**src/rtl/alu_pkg.sv**
```systemverilog
// Shared constants and types for the ALU result accumulator.
// Holds the default datapath width, the accumulate command encodings and the output-register state type.
package alu_pkg;

    localparam int ACC_W = 16;

    typedef enum logic [2:0] {
        OP_LOAD  = 3'b000,
        OP_ADD   = 3'b001,
        OP_SUB   = 3'b010,
        OP_CLEAR = 3'b011
    } res_op_e;

    typedef enum logic {
        EMPTY = 1'b0,
        FULL  = 1'b1
    } out_state_e;

endpackage

```
**src/rtl/acc_arith.sv**
```systemverilog
// Combinational next-accumulator and carry/borrow computation.
// Define ALU_ACC_SAT_EN to clamp ADD to all-ones on carry and SUB to zero on borrow.
module acc_arith
    import alu_pkg::*;
#(
    parameter int N = ACC_W
) (
    input  logic [N-1:0] acc_i,
    input  logic [N-1:0] data_i,
    input  logic [2:0]   op_i,
    output logic [N-1:0] acc_next_o,
    output logic         carry_o
);

    // One extra bit so the MSB carries the add carry-out or the subtract borrow.
    logic [N:0] sum;
    logic [N:0] diff;

    assign sum  = {1'b0, acc_i} + {1'b0, data_i};
    assign diff = {1'b0, acc_i} - {1'b0, data_i};

    // NOTE: every output gets a default before the case, so no path leaves it unassigned and no latch is inferred.
    always_comb begin
        acc_next_o = acc_i;
        carry_o    = 1'b0;
        case (op_i)
            OP_LOAD:  acc_next_o = data_i;
            OP_ADD: begin
                acc_next_o = sum[N-1:0];
                carry_o    = sum[N];
`ifdef ALU_ACC_SAT_EN
                if (sum[N]) acc_next_o = '1;
`endif
            end
            OP_SUB: begin
                acc_next_o = diff[N-1:0];
                carry_o    = diff[N];
`ifdef ALU_ACC_SAT_EN
                if (diff[N]) acc_next_o = '0;
`endif
            end
            OP_CLEAR: acc_next_o = '0;
            default:  ;
        endcase
    end

endmodule

```
**src/rtl/alu_accumulator.sv**
```systemverilog
// Accumulator behind an ALU with a one-deep, full-throughput valid/ready output register.
// Define ALU_ACC_SAT_EN to build the saturating ADD/SUB variant of acc_arith.
module alu_accumulator
    import alu_pkg::*;
#(
    parameter int N = ACC_W
) (
    input  logic         clk,
    input  logic         rst,
    input  logic         res_valid,
    output logic         res_ready,
    input  logic [N-1:0] res_data,
    input  logic [2:0]   res_op,
    input  logic         res_err,
    output logic [N-1:0] acc_val,
    output logic         out_valid,
    input  logic         out_ready,
    output logic [N-1:0] out_data,
    output logic         flag_zero,
    output logic         flag_carry,
    output logic         flag_err,
    output logic [7:0]   op_count
);

    out_state_e  state_q, state_d;
    logic [N-1:0] acc_q, acc_d;
    logic         carry_q, carry_d;
    logic         err_q, err_d;
    logic [7:0]   cnt_q, cnt_d;

    logic [N-1:0] arith_acc;
    logic         arith_carry;
    logic         in_xfer;
    logic         out_xfer;

    acc_arith #(.N(N)) u_arith (
        .acc_i      (acc_q),
        .data_i     (res_data),
        .op_i       (res_op),
        .acc_next_o (arith_acc),
        .carry_o    (arith_carry)
    );

    // Ready depends only on registered state and out_ready, never on res_valid.
    assign out_valid = (state_q == FULL);
    assign res_ready = !out_valid || out_ready;
    assign in_xfer   = res_valid && res_ready;
    assign out_xfer  = out_valid && out_ready;

    always_comb begin
        state_d = state_q;
        acc_d   = acc_q;
        carry_d = carry_q;
        err_d   = err_q;
        cnt_d   = cnt_q;

        case (state_q)
            EMPTY:   if (in_xfer) state_d = FULL;
            FULL:    if (out_xfer && !in_xfer) state_d = EMPTY;
            default: state_d = EMPTY;
        endcase

        if (in_xfer) begin
            cnt_d = cnt_q + 8'd1;
            if (res_err) begin
                // A faulty result never touches acc or carry, except that CLEAR still wipes acc and the error.
                if (res_op == OP_CLEAR) begin
                    acc_d = '0;
                    err_d = 1'b0;
                end else begin
                    err_d = 1'b1;
                end
            end else begin
                acc_d   = arith_acc;
                carry_d = arith_carry;
                if (res_op == OP_CLEAR) err_d = 1'b0;
            end
        end
    end

    // NOTE: state registers use non-blocking assignments so every flop samples pre-edge values.
    always_ff @(posedge clk) begin
        if (rst) begin
            state_q <= EMPTY;
            acc_q   <= '0;
            carry_q <= 1'b0;
            err_q   <= 1'b0;
            cnt_q   <= 8'd0;
        end else begin
            state_q <= state_d;
            acc_q   <= acc_d;
            carry_q <= carry_d;
            err_q   <= err_d;
            cnt_q   <= cnt_d;
        end
    end

    assign acc_val    = acc_q;
    assign out_data   = acc_q;
    assign flag_zero  = (acc_q == '0);
    assign flag_carry = carry_q;
    assign flag_err   = err_q;
    assign op_count   = cnt_q;

endmodule

```
**config.mk**
```make
export PLATFORM = sky130hd
export DESIGN_NAME = alu_accumulator
export DESIGN_NICKNAME = d
export VERILOG_FILES = /design/src/rtl/alu_pkg.sv /design/src/rtl/acc_arith.sv /design/src/rtl/alu_accumulator.sv
export SDC_FILE = /design/constraint.sdc
export NUM_CORES = 1
export LEC_CHECK = 0
export CAP_MARGIN = 30
export CORE_MARGIN = 2
export CORE_UTILIZATION = 30
export CTS_CLUSTER_DIAMETER = 60
export DETAILED_ROUTE_END_ITERATION = 12
export GPL_TIMING_DRIVEN = 1
export SYNTH_ARGS = -nofsm -noshare
export SYNTH_HDL_FRONTEND = slang
export SYNTH_SLANG_ARGS = --single-unit
```
**constraint.sdc**
```tcl
create_clock -name clk -period 2.7 [get_ports clk]
set_input_delay 0.54 -clock clk [delete_from_list [all_inputs] [get_ports clk]]
set_output_delay 0.54 -clock clk [all_outputs]
set_load 0.02 [all_outputs]
```
# Yosys cells after proc, flatten, opt, wreduce, memory -nomap -nowiden
# Cells that the tools add are included.
dict set report word_totals {
  elab_cells 37
  reg_bits 27
  input_bits 24
  out_inout_bits 45
}
dict set report op_classes {
  bitwise 2
  mux 10
  reduce_logical 13
  n_eq_ne 4
  add_sub_neg 3
}
# operator count
set ops {}
lappend ops {{$pmux W16 S4} 1}
lappend ops {{$mux W16} 2}
lappend ops {{$add A16 B16 Y17} 1}
lappend ops {{$sub A16 B16 Y17} 1}
lappend ops {{$logic_not A16 Y1} 1}
lappend ops {{$add A8 B1 Y8 const B} 1}
lappend ops {{$eq A3 B2 Y1 const B} 2}
lappend ops {{$mux W1} 5}
lappend ops {{$pmux W1 S2} 2}
lappend ops {{$reduce_and A2 Y1} 2}
lappend ops {{$reduce_bool A4 Y1} 1}
lappend ops {{$eq A3 B1 Y1 const B} 1}
lappend ops {{$logic_and A1 B1 Y1} 3}
lappend ops {{$logic_not A3 Y1} 1}
lappend ops {{$reduce_and A3 Y1} 1}
lappend ops {{$logic_not A1 Y1} 2}
lappend ops {{$ne A2 B1 Y1 const B} 1}
lappend ops {{$not A1 Y1} 2}
lappend ops {{$reduce_bool A2 Y1} 1}
lappend ops {{$logic_or A1 B1 Y1} 1}

# Depth between registers and ports, before layout
dict set report logic_depth {
  depth_word 7
  mapped_depth 11
  mapped_depth_nobuf 11
}

# Cells and area by module
# From an unflattened synthesis, not the netlist that was laid out.
dict set report unflattened {
  hier_cells 455
  hier_area_um2 3525.9
}
# mod seq_area_each_um2 n_inst cells_per_inst area_each_um2
set by_module_without_submodules {}
lappend by_module_without_submodules {acc_arith 0.0 1 305 2198.4}
lappend by_module_without_submodules {alu_accumulator 540.5 1 150 1327.5}

# Worst setup path after synthesis
# No wires, ideal clock.
dict set report synth_path {
  path_type {in2reg}
  from {input res_data[3]}
  to {register acc_q[15] (netlist: acc_val[15])}
  n_path_buf 0
  path_slack_ps -78
  required_time_ps 2604
  setup_time_ps 96
  arrival_time_ps 2683
  path_stages 10
  cell_sequence {inv_1 ha_1 nor2b_1 o21a_1 a211o_1 a221oi_4 o21bai_2 a221o_1 mux2_4 o41ai_2}
}
dict set report synth_via {
  elab_chain_len 3
  elab_cells_between_ends 4
  classes_between {add/sub: 2; mux: 2}
}
# element line
set synth_lines {}
lappend synth_lines {{start, declared} alu_accumulator.sv:12} ;# input logic [N-1:0] res_data,
lappend synth_lines {{$sub A16 B16 Y17 / $add A16 B16 Y17 (equally long branches)} {acc_arith.sv:20, acc_arith.sv:19}}
lappend synth_lines {{$pmux W16 S4 (*)} acc_arith.sv:26} ;# case (op_i)
lappend synth_lines {{$mux W16 (*)} alu_accumulator.sv:65} ;# if (res_err) begin
lappend synth_lines {{end signal, assigned} alu_accumulator.sv:85} ;# acc_q <= '0;
lappend synth_lines {{end signal, assigned} alu_accumulator.sv:91} ;# acc_q <= acc_d;
lappend synth_lines {{end, declared} alu_accumulator.sv:26} ;# logic [N-1:0] acc_q, acc_d;
# Every way passes the cells marked *; elsewhere a longest branch is shown, timed or not.
# A chain may end at the register's enable or synchronous reset.

# Final worst setup path
dict set report layout_path {
  from {input res_data[8]}
  to {register acc_q[15] (netlist: acc_val[15])}
}
# Same word-level chain as after synthesis.

==> summary.md <==
| Metric | Value |
|---|---|
| Cell Count, Final, Fillers Out | `710` |
| Depth of the worst register-to-register path | `9` |
| Area Growth Syn to Fin | `54.7%` |
| Std-Cell Core Area | `10300 um^2` |
| Worst slew slack as a fraction of its limit | `0.696` |
| Max Clock Freq | `0.376 GHz` |
| Max VDD drop | `0.000188 V` |
| Cell types with the largest area share after synthesis | `sky130_fd_sc_hd__dfxtp_1 (17%), sky130_fd_sc_hd__ha_1 (13%), sky130_fd_sc_hd__a21oi_1 (7.1%)` |
| Library cell appearing most often on the critical path | `sky130_fd_sc_hd__inv_1` |
| Cell taking the most area after synthesis | `sky130_fd_sc_hd__dfxtp_1` |
| Number of optimization iterations in the first detailed-route pass | `4` |
| Number of CTS-inserted buffers | `3` |
| Post-detailed-route DRC marker count | `0` |
| Hold Crit Depth | `2` |
| Post-Place Worst Slack | `-0.610 ns` |
| Maximum buffer depth of the clock tree | `2` |
| Worst stage delay on the critical path | `0.48 ns` |
| Wire length of the first global-routing pass | `17700 um` |
| Share of synthesized flip-flops with an asynchronous set or reset | `0` |
| Min-Delay Endpoint | `op_count[7]$_SDFFE_PP0P_` |
| Crit path DAT | `2.88 ns` |
| Via count of the first global-routing pass | `3530` |
| Final clock period utilization by the worst path | `0.986` |
| Average size of a mapped cell | `7.38 um^2` |
| Setup violations, final | `0` |
| Count of final max-slew check failures | `0` |
| Number of antenna diodes | `0` |
| Final Worst Setup Slack | `0.0389 ns` |
| Routed wirelength normalized by instance count | `16.1 um` |
| Input/output buffers | `68` |
| Starting Density | `0.309` |
| Share of the synthesized area in the top cell type | `0.169` |
| Total track usage | `0.193` |
| Clock Sinks | `27` |
| Post-synthesis instance total | `432` |
| Sum of net half-perimeters after detailed placement | `8670 um` |
| Share of layout cells above drive strength 1 | `0.296` |
| Insertion delay of the later-clocked pin in the worst-skew pair | `0.30 ns` |
| Largest net degree at the start of global routing | `23` |
| Worst-path cell chain | `clkdlybuf4s50_1 -> inv_1 -> ha_4 -> inv_1 -> a21oi_2 -> o31ai_4 -> o21bai_2 -> a221o_1 -> mux2_4 -> o41ai_2` |
| Kind of start point of the critical path | `input port` |
| TritonCTS clock tree | `yes` |
| Total power draw | `0.00138 W` |
| Status | `finished, final reports clean` |
| Die span in x | `107 um` |
| Placement Rows | `37` |
| Leakage dissipation | `2.04 nW` |
| Synth Net Count | `492` |
| Sequential share of the synthesized area | `0.169` |
| Hold/Removal Path Class | `reg2reg` |
| Antenna-violating nets left | `0` |
| Master of the slowest instance on the critical path | `sky130_fd_sc_hd__clkdlybuf4s50_1` |
| Buffer type at the clock tree root | `sky130_fd_sc_hd__clkbuf_8` |
| Total of warnings raised by yosys | `0` |
| Top-level I/O count | `69` |
| Most used DFF post-synth | `sky130_fd_sc_hd__dfxtp_1` |
| Vias per cell | `5.21` |
| Path type of the worst setup path | `in2reg` |
| Number of different library cells in the post-synthesis netlist | `64` |
| Final period demand of the worst path | `2.66 ns` |
| Transition time of the tightest slew-check pin | `0.455 ns` |
| Kind of end point of the critical path | `register` |
| NumNets Final | `635` |
| Number of antenna violations at the first check in global routing | `0` |
| Routed Wire Length | `11500 um` |
| Start point of the worst hold path | `op_count[7]$_SDFFE_PP0P_` |
| Number of synthesized register bits | `27` |
| Origin of the critical flop-to-flop path | `acc_val[3]$_SDFFE_PP0P_` |
| Synthesized cell area | `3190 um^2` |
| Drt first-iter violations | `201` |
| Total number of vias | `3698` |
| Gpl congestion | `0.970` |
| Final Hold Viols | `0` |
| Number of enable-type register cells in the synthesized netlist | `0` |
| Die outline area | `11500 um^2` |
| Critical register-to-register path endpoint | `acc_val[15]$_SDFFE_PP0P_` |
| PD cells | `279 nW/um^2` |
| Overall die height | `107 um` |
| Clock transition at the registers of the reported paths | `0.12 ns` |
| Count of max-cap constraint violations | `0` |
| Required time at the worst-slack endpoint | `2.92 ns` |
| # placed instances | `699` |
| Layout fillers | `994` |
| Global-route congestion overflow total | `0` |
| CP max FO | `4` |
| Setup slack, reg-to-reg | `0.08 ns` |
| Worst clock skew on the final layout | `0.00212 ns` |
| Deepest level of the CTS H-tree | `1` |
| Unrepaired setup endpoints after global routing | `true` |
==> stage by stage <==
step	TNS (ns)	hold WS (ns)	utilization	instance area [um^2]
floorplan	-0.0554	0.558	-	3200
global placement	-4.88	0.469	0.438	4520
detailed placement	-5.14	0.495	0.438	4520
CTS	-0.0481	0.514	0.458	4730
global route	-0.0214	0.538	0.478	4930
finish	0	0.514	0.478	4930
==> critical path: cells and delay by family <==
kind / cells / cell delay (ns)
buffers and inverters: 3 / 0.61
adder cells (fa/ha/maj): 1 / 0.28
AO/OA/AOI/OAI: 5 / 1.14
multiplexers: 1 / 0.31
==> layer usage <==
layer,global-route usage,part of all wire
met5,0,0
met4,0.0510,0.018
met3,0.0231,0.060
met2,0.317,0.47
met1,0.266,0.45
==> sequential cells by signal (all words and copies together), names as in the netlist <==
name,flops
acc_val,16
flag_carry,1
flag_err,1
op_count,8
out_valid,1
==> final cells by class <==
type,instances,area [um^2],share of cell area
multi-input cells,332,2550,0.516
clock inverters,1,8.76,0.00177
repair buffers,174,1490,0.301
clock buffers,3,41.3,0.00837
inverters,37,139,0.0281
well taps,136,170,0.0345
flip-flops and latches,27,541,0.110
==> worst max path at each step <==
| stage | from | end | slack (ns) | depth (start not counted) |
|---|---|---|---|---|
| after floorplan | res_data[4] | acc_val[15]$_SDFFE_PP0P_ | -0.06 | 11 |
| after global placement | res_data[2] | acc_val[15]$_SDFFE_PP0P_ | -0.58 | 10 |
| after detailed placement | res_data[2] | acc_val[15]$_SDFFE_PP0P_ | -0.61 | 10 |
| after CTS | res_data[6] | acc_val[15]$_SDFFE_PP0P_ | -0.03 | 13 |
| after global routing | res_data[8] | acc_val[15]$_SDFFE_PP0P_ | -0.02 | 10 |
| final | res_data[8] | acc_val[15]$_SDFFE_PP0P_ | 0.04 | 10 |
==> cell families after synthesis <==
family / count (synthesis) / synth area share
multiplexers: 1 / 0.00471
adder cells (fa/ha/maj): 36 / 0.146
flip-flops: 27 / 0.169
buffers and inverters: 73 / 0.130
AND/OR/NAND/NOR: 129 / 0.194
AO/OA/AOI/OAI: 151 / 0.315
XOR/XNOR: 15 / 0.0412
==> cells in the mapped netlist (2+ instances only) <==
cell type / number
sky130_fd_sc_hd__ha_1: 34
sky130_fd_sc_hd__o21ai_0: 35
sky130_fd_sc_hd__dfxtp_1: 27
sky130_fd_sc_hd__a211oi_1: 6
sky130_fd_sc_hd__inv_1: 37
sky130_fd_sc_hd__and4_1: 2
sky130_fd_sc_hd__a31oi_1: 4
sky130_fd_sc_hd__clkbuf_8: 4
sky130_fd_sc_hd__o211ai_1: 6
sky130_fd_sc_hd__a21oi_1: 45
sky130_fd_sc_hd__nand2_1: 32
sky130_fd_sc_hd__o221ai_1: 3
sky130_fd_sc_hd__and2_1: 2
sky130_fd_sc_hd__a2bb2oi_1: 2
sky130_fd_sc_hd__or2b_2: 2
sky130_fd_sc_hd__nor2_1: 41
sky130_fd_sc_hd__xnor2_1: 11
sky130_fd_sc_hd__nand4_1: 4
sky130_fd_sc_hd__o2111ai_1: 2
sky130_fd_sc_hd__o31a_1: 2
sky130_fd_sc_hd__clkbuf_1: 12
sky130_fd_sc_hd__nor2b_1: 7
sky130_fd_sc_hd__o21bai_1: 5
sky130_fd_sc_hd__o31ai_1: 3
sky130_fd_sc_hd__a21o_1: 6
sky130_fd_sc_hd__o22ai_1: 2
sky130_fd_sc_hd__a2111oi_0: 2
sky130_fd_sc_hd__nand3_1: 4
sky130_fd_sc_hd__xor2_1: 4
sky130_fd_sc_hd__a221oi_1: 3
sky130_fd_sc_hd__a221o_1: 3
sky130_fd_sc_hd__or3_1: 2
sky130_fd_sc_hd__o21a_1: 4
sky130_fd_sc_hd__buf_4: 17
sky130_fd_sc_hd__fa_1: 2
sky130_fd_sc_hd__nor4_1: 7
sky130_fd_sc_hd__a22oi_1: 3
sky130_fd_sc_hd__o41ai_1: 2
sky130_fd_sc_hd__nor3_1: 16
sky130_fd_sc_hd__nand2b_1: 3
==> power by group <==
part | internal, W | switching (W) | total [W]
Combinational | 0.000320 | 0.000334 | 0.000655
Clock | 0.000110 | 0.000177 | 0.000287
Sequential | 0.000413 | 0.0000236 | 0.000436
==> placed cells by master, fill, tap and decap left out, types with 5 or more instances in the layout <==
cell type                           n
sky130_fd_sc_hd__nor4_1             5
sky130_fd_sc_hd__nor3_1            16
sky130_fd_sc_hd__ha_4               9
sky130_fd_sc_hd__ha_1              19
sky130_fd_sc_hd__a211oi_1           6
sky130_fd_sc_hd__dfxtp_1           27
sky130_fd_sc_hd__nor2_1            39
sky130_fd_sc_hd__xnor2_1           11
sky130_fd_sc_hd__ha_2               6
sky130_fd_sc_hd__nand2_1           31
sky130_fd_sc_hd__nor2b_1            7
sky130_fd_sc_hd__o211ai_1           6
sky130_fd_sc_hd__buf_4            103
sky130_fd_sc_hd__a21o_1             6
sky130_fd_sc_hd__a21oi_1           37
sky130_fd_sc_hd__o21ai_0           34
sky130_fd_sc_hd__inv_2             10
sky130_fd_sc_hd__clkdlybuf4s50_1   61
sky130_fd_sc_hd__a21oi_2            6
sky130_fd_sc_hd__inv_1             27
==> timing repair <==
item,in CTS,in global routing
setup buffers,5,2
gates cloned,0,0
gates resized for setup,34,38
hold buffers,0,0
endpoints found under the setup margin,10,9
pin swaps,19,22
hold endpoints to repair,0,0
No activity file was read; power rests on OpenSTA's default activity.
